$ cat src/rtl/spm_cmd_pkg.sv
// rtl/spm_cmd_pkg.sv - shared opcodes, response codes, FSM encoding and key sizing for the SM command sequencer
package spm_cmd_pkg;

   localparam int KEY_IDX_SIZE_DEF = 4;

   function automatic int nb_key_words(input int idx_size);
      return 2 ** idx_size;
   endfunction

   localparam int NB_KEY_WORDS = nb_key_words(KEY_IDX_SIZE_DEF);

   localparam logic [1:0] OP_PROTECT   = 2'b00;
   localparam logic [1:0] OP_UNPROTECT = 2'b01;
   localparam logic [1:0] OP_VERIFY    = 2'b10;
   localparam logic [1:0] OP_GET_ID    = 2'b11;

   localparam logic [1:0] RSP_OK      = 2'b00;
   localparam logic [1:0] RSP_VIOL    = 2'b01;
   localparam logic [1:0] RSP_TIMEOUT = 2'b10;

   typedef enum logic [2:0] {
      ST_IDLE   = 3'd0,
      ST_UPDATE = 3'd1,
      ST_VERIFY = 3'd2,
      ST_CHECK  = 3'd3,
      ST_HASH   = 3'd4,
      ST_KEY_WR = 3'd5,
      ST_RESP   = 3'd6
   } state_t;

endpackage

$ cat src/rtl/omsp_spm_cmd_sequencer_if.sv
// rtl/omsp_spm_cmd_sequencer_if.sv - command, SPM control, hash key and response signals of the sequencer
interface omsp_spm_cmd_sequencer_if #(
   parameter int KEY_IDX_SIZE = 4
);
   logic                    cmd_valid;
   logic                    cmd_ready;
   logic [1:0]              cmd_op;
   logic                    violation;
   logic [15:0]             spm_current_id;
   logic                    update_spm;
   logic                    enable_spm;
   logic                    verify_spm;
   logic                    hash_start;
   logic                    hash_word_vld;
   logic [15:0]             hash_word;
   logic                    hash_word_rdy;
   logic                    write_key;
   logic [15:0]             key_in;
   logic [KEY_IDX_SIZE-1:0] key_idx;
   logic                    rsp_valid;
   logic                    rsp_ready;
   logic [1:0]              rsp_status;
   logic [15:0]             rsp_id;

   modport slave (
      input  cmd_valid, cmd_op, violation, spm_current_id, hash_word_vld, hash_word, rsp_ready,
      output cmd_ready, update_spm, enable_spm, verify_spm, hash_start, hash_word_rdy,
             write_key, key_in, key_idx, rsp_valid, rsp_status, rsp_id
   );

   modport master (
      output cmd_valid, cmd_op, violation, spm_current_id, hash_word_vld, hash_word, rsp_ready,
      input  cmd_ready, update_spm, enable_spm, verify_spm, hash_start, hash_word_rdy,
             write_key, key_in, key_idx, rsp_valid, rsp_status, rsp_id
   );
endinterface

$ cat src/rtl/omsp_spm_key_loader.sv
// rtl/omsp_spm_key_loader.sv - key word handshake, key_idx counter, last-word flag, optional watchdog (SPM_CMD_TIMEOUT_EN)
module omsp_spm_key_loader
   import spm_cmd_pkg::*;
#(
   parameter int KEY_IDX_SIZE   = KEY_IDX_SIZE_DEF,
   parameter int TIMEOUT_CYCLES = 1024
) (
   input  logic                    clk,
   input  logic                    rst,
   input  logic                    i_clear,
   input  logic                    i_active,
   input  logic                    i_word_vld,
   input  logic [15:0]             i_word,
   output logic                    o_word_rdy,
   output logic                    o_write_key,
   output logic [15:0]             o_key_in,
   output logic [KEY_IDX_SIZE-1:0] o_key_idx,
   output logic                    o_last,
   output logic                    o_timeout
);
   localparam int NB = nb_key_words(KEY_IDX_SIZE);

   logic [KEY_IDX_SIZE-1:0] r_cnt;
   logic                    w_accept;

   assign w_accept    = i_active & i_word_vld;
   assign o_word_rdy  = i_active;
   assign o_write_key = w_accept;
   assign o_key_in    = w_accept ? i_word : 16'h0000;
   assign o_key_idx   = w_accept ? r_cnt : '0;
   assign o_last      = w_accept && (r_cnt == KEY_IDX_SIZE'(NB - 1));

   always_ff @(posedge clk) begin
      if (rst || i_clear) begin
         r_cnt <= '0;
      end else if (w_accept) begin
         r_cnt <= r_cnt + 1'b1;
      end
   end

`ifdef SPM_CMD_TIMEOUT_EN
   localparam int WD_W = $clog2(TIMEOUT_CYCLES + 1);

   // r_wdog = cycles elapsed since hash_start or the last accepted word
   logic [WD_W-1:0] r_wdog;

   assign o_timeout = i_active && !w_accept && (r_wdog == WD_W'(TIMEOUT_CYCLES - 1));

   always_ff @(posedge clk) begin
      if (rst) begin
         r_wdog <= '0;
      end else if (i_clear || w_accept) begin
         r_wdog <= WD_W'(1);
      end else if (i_active) begin
         r_wdog <= r_wdog + WD_W'(1);
      end
   end
`else
   // watchdog compiled out; the limit only ties the flag low
   assign o_timeout = (TIMEOUT_CYCLES < 0);
`endif

endmodule

$ cat src/rtl/omsp_spm_cmd_sequencer.sv
// rtl/omsp_spm_cmd_sequencer.sv - Sancus SM command sequencer: FSM, SPM pulses, response register (SPM_CMD_TIMEOUT_EN)
module omsp_spm_cmd_sequencer
   import spm_cmd_pkg::*;
#(
   parameter int KEY_IDX_SIZE   = KEY_IDX_SIZE_DEF,
   parameter int TIMEOUT_CYCLES = 1024
) (
   input logic                     mclk,
   input logic                     puc_rst,
   omsp_spm_cmd_sequencer_if.slave bus
);
   state_t      r_state;
   state_t      w_state_nxt;
   logic [1:0]  r_op;
   logic [1:0]  r_rsp_status;
   logic [1:0]  w_status_nxt;
   logic [15:0] r_rsp_id;
   logic [15:0] w_id_nxt;
   logic        w_rsp_load;
   logic        w_accept;
   logic        w_last;
   logic        w_timeout;

   assign w_accept = (r_state == ST_IDLE) && bus.cmd_valid;

   omsp_spm_key_loader #(
      .KEY_IDX_SIZE   (KEY_IDX_SIZE),
      .TIMEOUT_CYCLES (TIMEOUT_CYCLES)
   ) u_key_loader (
      .clk         (mclk),
      .rst         (puc_rst),
      .i_clear     (r_state == ST_HASH),
      .i_active    (r_state == ST_KEY_WR),
      .i_word_vld  (bus.hash_word_vld),
      .i_word      (bus.hash_word),
      .o_word_rdy  (bus.hash_word_rdy),
      .o_write_key (bus.write_key),
      .o_key_in    (bus.key_in),
      .o_key_idx   (bus.key_idx),
      .o_last      (w_last),
      .o_timeout   (w_timeout)
   );

   always_ff @(posedge mclk) begin
      if (puc_rst) begin
         r_state      <= ST_IDLE;
         r_op         <= OP_PROTECT;
         r_rsp_status <= RSP_OK;
         r_rsp_id     <= 16'h0000;
      end else begin
         r_state <= w_state_nxt;
         if (w_accept) begin
            r_op <= bus.cmd_op;
         end
         if (w_rsp_load) begin
            r_rsp_status <= w_status_nxt;
            r_rsp_id     <= w_id_nxt;
         end
      end
   end

   always_comb begin
      w_state_nxt    = r_state;
      w_rsp_load     = 1'b0;
      w_status_nxt   = RSP_OK;
      w_id_nxt       = 16'h0000;
      bus.cmd_ready  = 1'b0;
      bus.update_spm = 1'b0;
      bus.enable_spm = 1'b0;
      bus.verify_spm = 1'b0;
      bus.hash_start = 1'b0;
      bus.rsp_valid  = 1'b0;

      case (r_state)
         ST_IDLE: begin
            bus.cmd_ready = 1'b1;
            if (bus.cmd_valid) begin
               case (bus.cmd_op)
                  OP_PROTECT, OP_UNPROTECT: w_state_nxt = ST_UPDATE;
                  OP_VERIFY:                w_state_nxt = ST_VERIFY;
                  default: begin
                     w_state_nxt = ST_RESP;
                     w_rsp_load  = 1'b1;
                     w_id_nxt    = bus.spm_current_id;
                  end
               endcase
            end
         end
         ST_UPDATE: begin
            bus.update_spm = 1'b1;
            bus.enable_spm = (r_op == OP_PROTECT);
            if (r_op == OP_PROTECT) begin
               w_state_nxt = ST_CHECK;
            end else begin
               w_state_nxt = ST_RESP;
               w_rsp_load  = 1'b1;
            end
         end
         ST_VERIFY: begin
            bus.verify_spm = 1'b1;
            w_state_nxt    = ST_CHECK;
         end
         ST_CHECK: begin
            if (bus.violation) begin
               w_state_nxt  = ST_RESP;
               w_rsp_load   = 1'b1;
               w_status_nxt = RSP_VIOL;
            end else if (r_op == OP_PROTECT) begin
               w_state_nxt = ST_HASH;
            end else begin
               w_state_nxt = ST_RESP;
               w_rsp_load  = 1'b1;
            end
         end
         ST_HASH: begin
            bus.hash_start = 1'b1;
            w_state_nxt    = ST_KEY_WR;
         end
         ST_KEY_WR: begin
            // a stalled key derivation tears the half-created module down
            bus.update_spm = w_timeout;
            if (w_last) begin
               w_state_nxt = ST_RESP;
               w_rsp_load  = 1'b1;
            end else if (w_timeout) begin
               w_state_nxt  = ST_RESP;
               w_rsp_load   = 1'b1;
               w_status_nxt = RSP_TIMEOUT;
            end
         end
         ST_RESP: begin
            bus.rsp_valid = 1'b1;
            if (bus.rsp_ready) begin
               w_state_nxt = ST_IDLE;
            end
         end
         default: w_state_nxt = ST_IDLE;
      endcase
   end

   assign bus.rsp_status = r_rsp_status;
   assign bus.rsp_id     = r_rsp_id;

endmodule
$ cat src/flat_wrapper.sv
// flat-port wrapper written by rule: the top's interface ports become plain ports
module omsp_spm_cmd_sequencer_flat import spm_cmd_pkg::*;
#(
   parameter int KEY_IDX_SIZE   = KEY_IDX_SIZE_DEF,
   parameter int TIMEOUT_CYCLES = 1024
)
  (mclk, puc_rst, bus_cmd_valid, bus_cmd_op, bus_violation, bus_spm_current_id, bus_hash_word_vld, bus_hash_word, bus_rsp_ready, bus_cmd_ready, bus_update_spm, bus_enable_spm, bus_verify_spm, bus_hash_start, bus_hash_word_rdy, bus_write_key, bus_key_in, bus_key_idx, bus_rsp_valid, bus_rsp_status, bus_rsp_id);
  omsp_spm_cmd_sequencer_if #(.KEY_IDX_SIZE(KEY_IDX_SIZE)) bus_i ();
  input logic mclk;
  input logic puc_rst;
  input wire logic [$bits(bus_i.cmd_valid)-1:0] bus_cmd_valid;
  input wire logic [$bits(bus_i.cmd_op)-1:0] bus_cmd_op;
  input wire logic [$bits(bus_i.violation)-1:0] bus_violation;
  input wire logic [$bits(bus_i.spm_current_id)-1:0] bus_spm_current_id;
  input wire logic [$bits(bus_i.hash_word_vld)-1:0] bus_hash_word_vld;
  input wire logic [$bits(bus_i.hash_word)-1:0] bus_hash_word;
  input wire logic [$bits(bus_i.rsp_ready)-1:0] bus_rsp_ready;
  output wire logic [$bits(bus_i.cmd_ready)-1:0] bus_cmd_ready;
  output wire logic [$bits(bus_i.update_spm)-1:0] bus_update_spm;
  output wire logic [$bits(bus_i.enable_spm)-1:0] bus_enable_spm;
  output wire logic [$bits(bus_i.verify_spm)-1:0] bus_verify_spm;
  output wire logic [$bits(bus_i.hash_start)-1:0] bus_hash_start;
  output wire logic [$bits(bus_i.hash_word_rdy)-1:0] bus_hash_word_rdy;
  output wire logic [$bits(bus_i.write_key)-1:0] bus_write_key;
  output wire logic [$bits(bus_i.key_in)-1:0] bus_key_in;
  output wire logic [$bits(bus_i.key_idx)-1:0] bus_key_idx;
  output wire logic [$bits(bus_i.rsp_valid)-1:0] bus_rsp_valid;
  output wire logic [$bits(bus_i.rsp_status)-1:0] bus_rsp_status;
  output wire logic [$bits(bus_i.rsp_id)-1:0] bus_rsp_id;
  assign bus_i.cmd_valid = bus_cmd_valid;
  assign bus_i.cmd_op = bus_cmd_op;
  assign bus_i.violation = bus_violation;
  assign bus_i.spm_current_id = bus_spm_current_id;
  assign bus_i.hash_word_vld = bus_hash_word_vld;
  assign bus_i.hash_word = bus_hash_word;
  assign bus_i.rsp_ready = bus_rsp_ready;
  assign bus_cmd_ready = bus_i.cmd_ready;
  assign bus_update_spm = bus_i.update_spm;
  assign bus_enable_spm = bus_i.enable_spm;
  assign bus_verify_spm = bus_i.verify_spm;
  assign bus_hash_start = bus_i.hash_start;
  assign bus_hash_word_rdy = bus_i.hash_word_rdy;
  assign bus_write_key = bus_i.write_key;
  assign bus_key_in = bus_i.key_in;
  assign bus_key_idx = bus_i.key_idx;
  assign bus_rsp_valid = bus_i.rsp_valid;
  assign bus_rsp_status = bus_i.rsp_status;
  assign bus_rsp_id = bus_i.rsp_id;
  omsp_spm_cmd_sequencer #(.KEY_IDX_SIZE(KEY_IDX_SIZE), .TIMEOUT_CYCLES(TIMEOUT_CYCLES)) u_core (.mclk(mclk), .puc_rst(puc_rst), .bus(bus_i));
endmodule
$ cat config.mk
export PLATFORM = sky130hd
export DESIGN_NAME = omsp_spm_cmd_sequencer_flat
export DESIGN_NICKNAME = d
export VERILOG_FILES = /design/src/rtl/spm_cmd_pkg.sv /design/src/rtl/omsp_spm_cmd_sequencer_if.sv /design/src/rtl/omsp_spm_key_loader.sv /design/src/rtl/omsp_spm_cmd_sequencer.sv /design/src/flat_wrapper.sv
export SDC_FILE = /design/constraint.sdc
export NUM_CORES = 1
export LEC_CHECK = 0
export ABC_AREA = 1
export BUFFER_PORTS_ARGS = -buffer_cell sky130_fd_sc_hd__buf_2
export CORE_MARGIN = 2
export CORE_UTILIZATION = 27
export CTS_BUF_LIST = sky130_fd_sc_hd__clkbuf_16
export DETAILED_ROUTE_END_ITERATION = 10
export PLACE_DENSITY = 0.59
export SLEW_MARGIN = 20
export SYNTH_ARGS = -nofsm -noshare
export SYNTH_HDL_FRONTEND = slang
export SYNTH_SLANG_ARGS = --single-unit
$ cat constraint.sdc
create_clock -name mclk -period 1.3 [get_ports mclk]
set_clock_uncertainty 0.05 [all_clocks]
set_input_delay 0.065 -clock mclk [delete_from_list [all_inputs] [get_ports mclk]]
set_output_delay 0.065 -clock mclk [all_outputs]
set_load 0.02 [all_outputs]
==> qor.txt, run 1 <==
number of global-route vias before repair: 1,652
worst skew pair latency: 0.26 ns
Tmin final: 1.437 ns
delay-heaviest family, CP: buffers and inverters
max-cap violations: 0
crit-path cells: buf_6, nand4_4, buf_6, nor2_1, buf_4
gr busiest metal: met2
total power draw: 4159 uW
GR met3 Demand/Resource: 3.167%
Initial Utilization: 28.06%
first-pass GRT wire length: 6.879 mm
WL/cell: 10.94 um
leak pwr: 0.001332 uW
CORE AREA: 5507 um^2
Post-Syn Instances: 218
Final Hold Fails: 0
total number of vias: 1,736
HP Class: primary input to register
final wirelength: 4.443 mm
final setup vio count: 48
Buf/Inv on CP: 3
CTS Buffer Depth: 2
post-layout util: 50.90%
Max IR drop VDD: 0.8379 mV
status: finished with violations
H-tree depth: 1
Port Buf Inserts: 84
FFs w/ async S/R, synth: 0%
Worst EP required: 1.19 ns
Synth area leader: dfxtp_1
RSZ-0062 raised after global routing: true
WS Path Type: register to primary output
synthesized cell area: 1545 um^2
Final HPWL DP: 3.047 mm
final setup margin: -0.1372 ns
Synth area leaders: dfxtp_1 34%, nand2_1 10%, nor2_1 8.7%
pwr/cell area: 1484 nW/um^2
cts bufs inserted: 3
post-route non-filler standard cell count: 406
Final nets: 376
met1 Usage GRT: 16.34%
Synth top area share: 33.68%
fin. max-slew vios: 0
ratio of cells with drive above 1 in the final layout: 62.57%
Seq cells post-synth: 26
Final Cycle Share: 110.6%
most numerous cell on the critical path: buf_6
drt drc: 0
Die X: 79.65 um
cell total after placement: 390
gr ovfl total: 0
Die Y-Extent: 79.65 um
# rows: 27
number of clock sinks: 26
largest fanout on the critical path: 12
via/cell ratio: 4.276
Antenna Nets Post-Route: 0
register area share after synthesis: 33.68%
failing checks: negative setup slack
largest net degree at the start of global routing: 22
Data arrival, critical path: 1.32 ns
crit path launch type: register
Worst setup EP type: primary output
EDFF count, synth: 0
CP max stage delay: 0.37 ns
Placer Congestion: 0.7619
syn_nets: 259
TNS Setup: -3.736 ns
CTS tree: yes
CTS root buffer: clkbuf_16
slowest CP cell: dfxtp_4
ANT cells: 0
initial antenna violation count: 0
Most used DFF post-synth: dfxtp_1
DRT Pass-1 Iters: 4
initial DRC count: 74
GR met2 Demand/Resource: 23.28%
All-Layer GR Usage: 13.22%
fmax: 695.8 MHz
Synth cell types: 28
DIE AREA: 6344 um^2
average size of a mapped cell: 7.088 um^2
Area Growth Syn to Fin: 81.38%
Synthesis Warnings: 0
Worst-path clk slew: 0.06 ns
num ports: 86
[flip-flops by register name, summed over array words and instances (netlist names)]
name / cells
u_core.bus.rsp_id: 16
u_core.bus.rsp_status: 1
u_core.r_op: 2
u_core.r_state: 3
u_core.u_key_loader.r_cnt: 4
[final cells by class]
class	count	area, um^2
well taps	72	90.09
repair buffers	122	917.1
multi-input cells	146	1032
clock inverters	1	3.754
fillers	528	2704
inverters	36	152.6
flip-flops and latches	26	531.8
clock buffers	3	75.07
[per-layer routing]
layer	vias to the layer above	routed length (um)
li1	912	-
met4	0	23
met1	759	1943
met3	4	313
met5	-	0
met2	61	2162
[power breakdown]
part / switching [uW] / total (uW) / internal (uW)
logic: 1260 / 2440 / 1180
registers: 120 / 1040 / 918
clock network: 268 / 679 / 411
[what timing repair did]
action	4_1_cts	5_1_grt
setup endpoints to repair	53	48
gates resized for setup	71	64
pin swaps	20	20
setup buffers	9	3
hold endpoints to repair	1	0
hold buffers	1	0
[Yosys cell counts, types with 2 or more instances]
cell / n
a21oi_2: 10
nor2_1: 36
nand3_2: 10
buf_4: 2
inv_2: 3
nor2_4: 3
o21ai_0: 4
clkbuf_1: 2
buf_12: 2
nand2_1: 43
buf_6: 2
a21oi_1: 14
nand3_1: 15
inv_1: 33
dfxtp_1: 26
[through the flow]
step	hold slack [ns]	setup WS [ns]	instance area, um^2
after floorplan	0.08407	-0.04395	1560
after global placement	0.2734	-0.1726	2172
after global routing	0.005387	-0.2286	2803
after detailed placement	0.2760	-0.2129	2172
after CTS	0.003248	-0.1269	2545
final	0.0006974	-0.1372	2803
[placed cells by master, fill, tap and decap left out, types with 13 or more instances in the layout]
master | synthesis | final
a21oi_2 | 10 | 20
buf_2 | 1 | 57
buf_4 | 2 | 32
buf_6 | 2 | 29
dfxtp_1 | 26 | 23
inv_1 | 33 | 27
nand2_1 | 43 | 37
nand3_2 | 10 | 19
nor2_1 | 36 | 19
nor2_4 | 3 | 13
[logic make-up after synthesis]
kind of cell             Yosys count  share of synthesized area, %
flip-flops                        26                         33.68
XOR/XNOR                           1                        0.5669
AO/OA/AOI/OAI                     29                         11.98
adder cells (fa/ha/maj)            1                        0.8096
buffers and inverters             46                         14.82
other                              1                        0.2427
AND/OR/NAND/NOR                  114                         37.90
[tightest hold or removal path: stages]
cell and delay, ns:
buf_2 0.09, nand2_1 0.05, a21oi_1 0.05
[worst paths after layout]
| kind | start | to | slack, ns | cells past startpoint |
|---|---|---|---|---|
| min | bus_spm_current_id[5] | u_core.bus.rsp_id[5] | 0.0007 | 3 |
| max reg2reg | u_core.r_state[2] | u_core.bus.rsp_id[12] | -0.08 | 8 |
| min reg2reg | u_core.bus.rsp_id[2] | u_core.bus.rsp_id[2] | 0.42 | 2 |
| max | u_core.r_state[2] | bus_key_in[10] | -0.14 | 5 |
(Power assumes the default switching activity.)
==> inputs of run 2 (changes only) <==
- SKIP_LAST_GASP: default -> 1
==> run 2 against run 1 <==
Net effect: utilization down 0.57 points; global-route usage shrank 0.17 points; design area is 1.1% lower; largest power group unchanged; largest cell class unchanged; clock-buffer cell count unchanged; cell count unchanged; flip-flop and latch count is the same; the flow still finishes with violations (negative setup slack); wire length is 1.6% lower; highest routed layer unchanged.
==> qor.txt, run 2 (synthesized netlist as in run 1, its figures left out) <==
All-Layer GR Usage: 13.05% (was 13.22%)
Placer Congestion: 0.7619 (unchanged)
CTS root buffer: clkbuf_16 (unchanged)
CP max stage delay: 0.37 ns (about the same)
FF-to-FF path depth: 8 (unchanged)
WS Path Type: register to primary output (unchanged)
Worst EP required: 1.19 ns (about the same)
RSZ-0062 raised after global routing: true (unchanged)
fmax: 703.8 MHz (was 695.8 MHz)
hold path depth: 3 (unchanged)
gr ovfl total: 0 (unchanged)
most frequent cells in the layout: 67 x buf_2, 37 x nand2_1, 28 x buf_6 (was 57 x buf_2, 37 x nand2_1, 32 x buf_4)
Initial Utilization: 28.06% (unchanged)
most numerous cell on the critical path: buf_6 (unchanged)
met2 wire len: 2.096 mm (was 2.162 mm)
ratio of cells with drive above 1 in the final layout: 62.28% (was 62.57%)
crit path launch type: register (unchanged)
met1 WL: 1.927 mm (was 1.943 mm)
status: finished with violations (unchanged)
# rows: 27 (unchanged)
initial DRC count: 79 (was 74)
R2R Setup Slk: -0.08 ns (about the same)
Antenna Nets Post-Route: 0 (unchanged)
fin. max-slew vios: 0 (unchanged)
HP Class: primary input to register (unchanged)
Die X: 79.65 um (unchanged)
number of global-route vias before repair: 1,611 (was 1,652)
Worst setup EP type: primary output (unchanged)
pwr/cell area: 1498 nW/um^2 (was 1484 nW/um^2)
final wirelength: 4.371 mm (was 4.443 mm)
crit-path cells: buf_6, nand4_4, buf_6, nor2_1, buf_2 (was buf_6, nand4_4, buf_6, nor2_1, buf_4)
Final nets: 376 (unchanged)
Met3 Routed Length: 322 um (was 313 um)
DRT Pass-1 Iters: 4 (unchanged)
leak pwr: 0.001333 uW (was 0.001332 uW)
via/cell ratio: 4.249 (was 4.276)
num ports: 86 (unchanged)
total number of vias: 1,725 (was 1,736)
Final HPWL DP: 3.047 mm (unchanged)
final setup margin: -0.1208 ns (was -0.1372 ns)
R2R Path Start: u_core.r_state[2] (unchanged)
number of clock sinks: 26 (unchanged)
WL/cell: 10.77 um (was 10.94 um)
cell total after placement: 390 (unchanged)
top sig layer: met4 (unchanged)
post-route non-filler standard cell count: 406 (unchanged)
TNS Setup: -3.753 ns (was -3.736 ns)
Worst-path clk slew: 0.06 ns (about the same)
DIE AREA: 6344 um^2 (unchanged)
final setup vio count: 48 (unchanged)
failing checks: negative setup slack (unchanged)
first-pass GRT wire length: 6.789 mm (was 6.879 mm)
Data arrival, critical path: 1.31 ns (was 1.32 ns)
Area Growth Syn to Fin: 79.35% (was 81.38%)
Port Buf Inserts: 84 (unchanged)
cts bufs inserted: 3 (unchanged)
Final Cycle Share: 109.3% (was 110.6%)
Die Y-Extent: 79.65 um (unchanged)
worst skew pair latency: 0.26 ns (about the same)
most common cell after layout, fill and taps aside: buf_2 (unchanged)
Tmin final: 1.421 ns (was 1.437 ns)
drt drc: 0 (unchanged)
max-cap violations: 0 (unchanged)
Final Hold Fails: 0 (unchanged)
Hold Startpoint: bus_spm_current_id[5] (unchanged)
initial antenna violation count: 0 (unchanged)
CORE AREA: 5507 um^2 (unchanged)
max FFs per register: 16 (unchanged)
placed cell area: 2172 um^2 (unchanged)
largest net degree at the start of global routing: 22 (unchanged)
FF-to-FF End: u_core.bus.rsp_id[12] (unchanged)
H-tree depth: 1 (unchanged)
largest fanout on the critical path: 12 (unchanged)
ANT cells: 0 (unchanged)
Max IR drop VDD: 0.8374 mV (was 0.8379 mV)
hold slack: 0.0006974 ns (unchanged)
Worst Hold End: u_core.bus.rsp_id[5] (unchanged)
final instance area: 2771 um^2 (was 2803 um^2)
slowest CP cell: dfxtp_4 (unchanged)
CTS Buffer Depth: 2 (unchanged)
CTS tree: yes (unchanged)
-- run 2: cell counts in the layout (fill, tap and decap cells not counted) --
No cell type changed its count.
-- run 2: how the worst max path moves through the flow --
stage / start / to / slack [ns] / cells after the start
3_3_place_gp: u_core.r_state[0] / u_core.bus.rsp_id[3] / -0.17 / 6
3_5_place_dp: u_core.r_state[0] / u_core.bus.rsp_id[0] / -0.21 / 6
5_1_grt: u_core.r_state[2] / bus_key_idx[0] / -0.20 / 5
2_1_floorplan: u_core.r_state[0] / u_core.r_state[0] / -0.04 / 8
4_1_cts: u_core.r_state[2] / bus_key_idx[0] / -0.13 / 5
6_report: u_core.r_state[2] / bus_key_in[14] / -0.12 / 5
-- run 2: where the power goes --
| part | internal, uW | switching (uW) |
|---|---|---|
| Combinational | 1180 | 1260 |
| Clock | 411 | 268 |
| Sequential | 918 | 120 |
| Total | 2510 | 1650 |
-- run 2: routing by layer --
layer  up-vias  track usage [%]
li1        912                -
met1       748            16.41
met2        61            22.69
met3         4            3.054
met4         0            2.586
met5         -                0
-- run 2: area by class of cell --
cell class	instances	area (um^2)
timing repair buffer	122	888.4
tap	72	90.09
clock buffer	3	75.07
sequential	26	531.8
inverter	36	152.6
fill	530	2735
clock inverter	1	3.754
multi-input combinational	146	1030
-- run 2: what timing repair did --
item                                   4_1_cts  5_1_grt
endpoints found under the hold margin        1        0
pin swaps                                   20       20
setup endpoints to repair                   53       48
hold buffers                                 1        0
setup buffers                                9        3
resized for setup                           60       63
cloned                                       0        0
-- run 2: worst max-delay path, delay by kind of cell (launching register included) --
family | cells | cell delay [ns]
simple gates | 2 | 0.21
buf+inv | 3 | 0.47
flops | 1 | 0.37
-- run 2: metrics by stage --
step                      utilization, %  power, uW  worst slack (ns)
final                              50.33       4151           -0.1208
after CTS                          45.72       3597           -0.1269
after floorplan                        -       2038          -0.04395
after detailed placement           39.45       2613           -0.2129
after global routing               50.33       4393           -0.1972
after global placement             39.45       2615           -0.1726
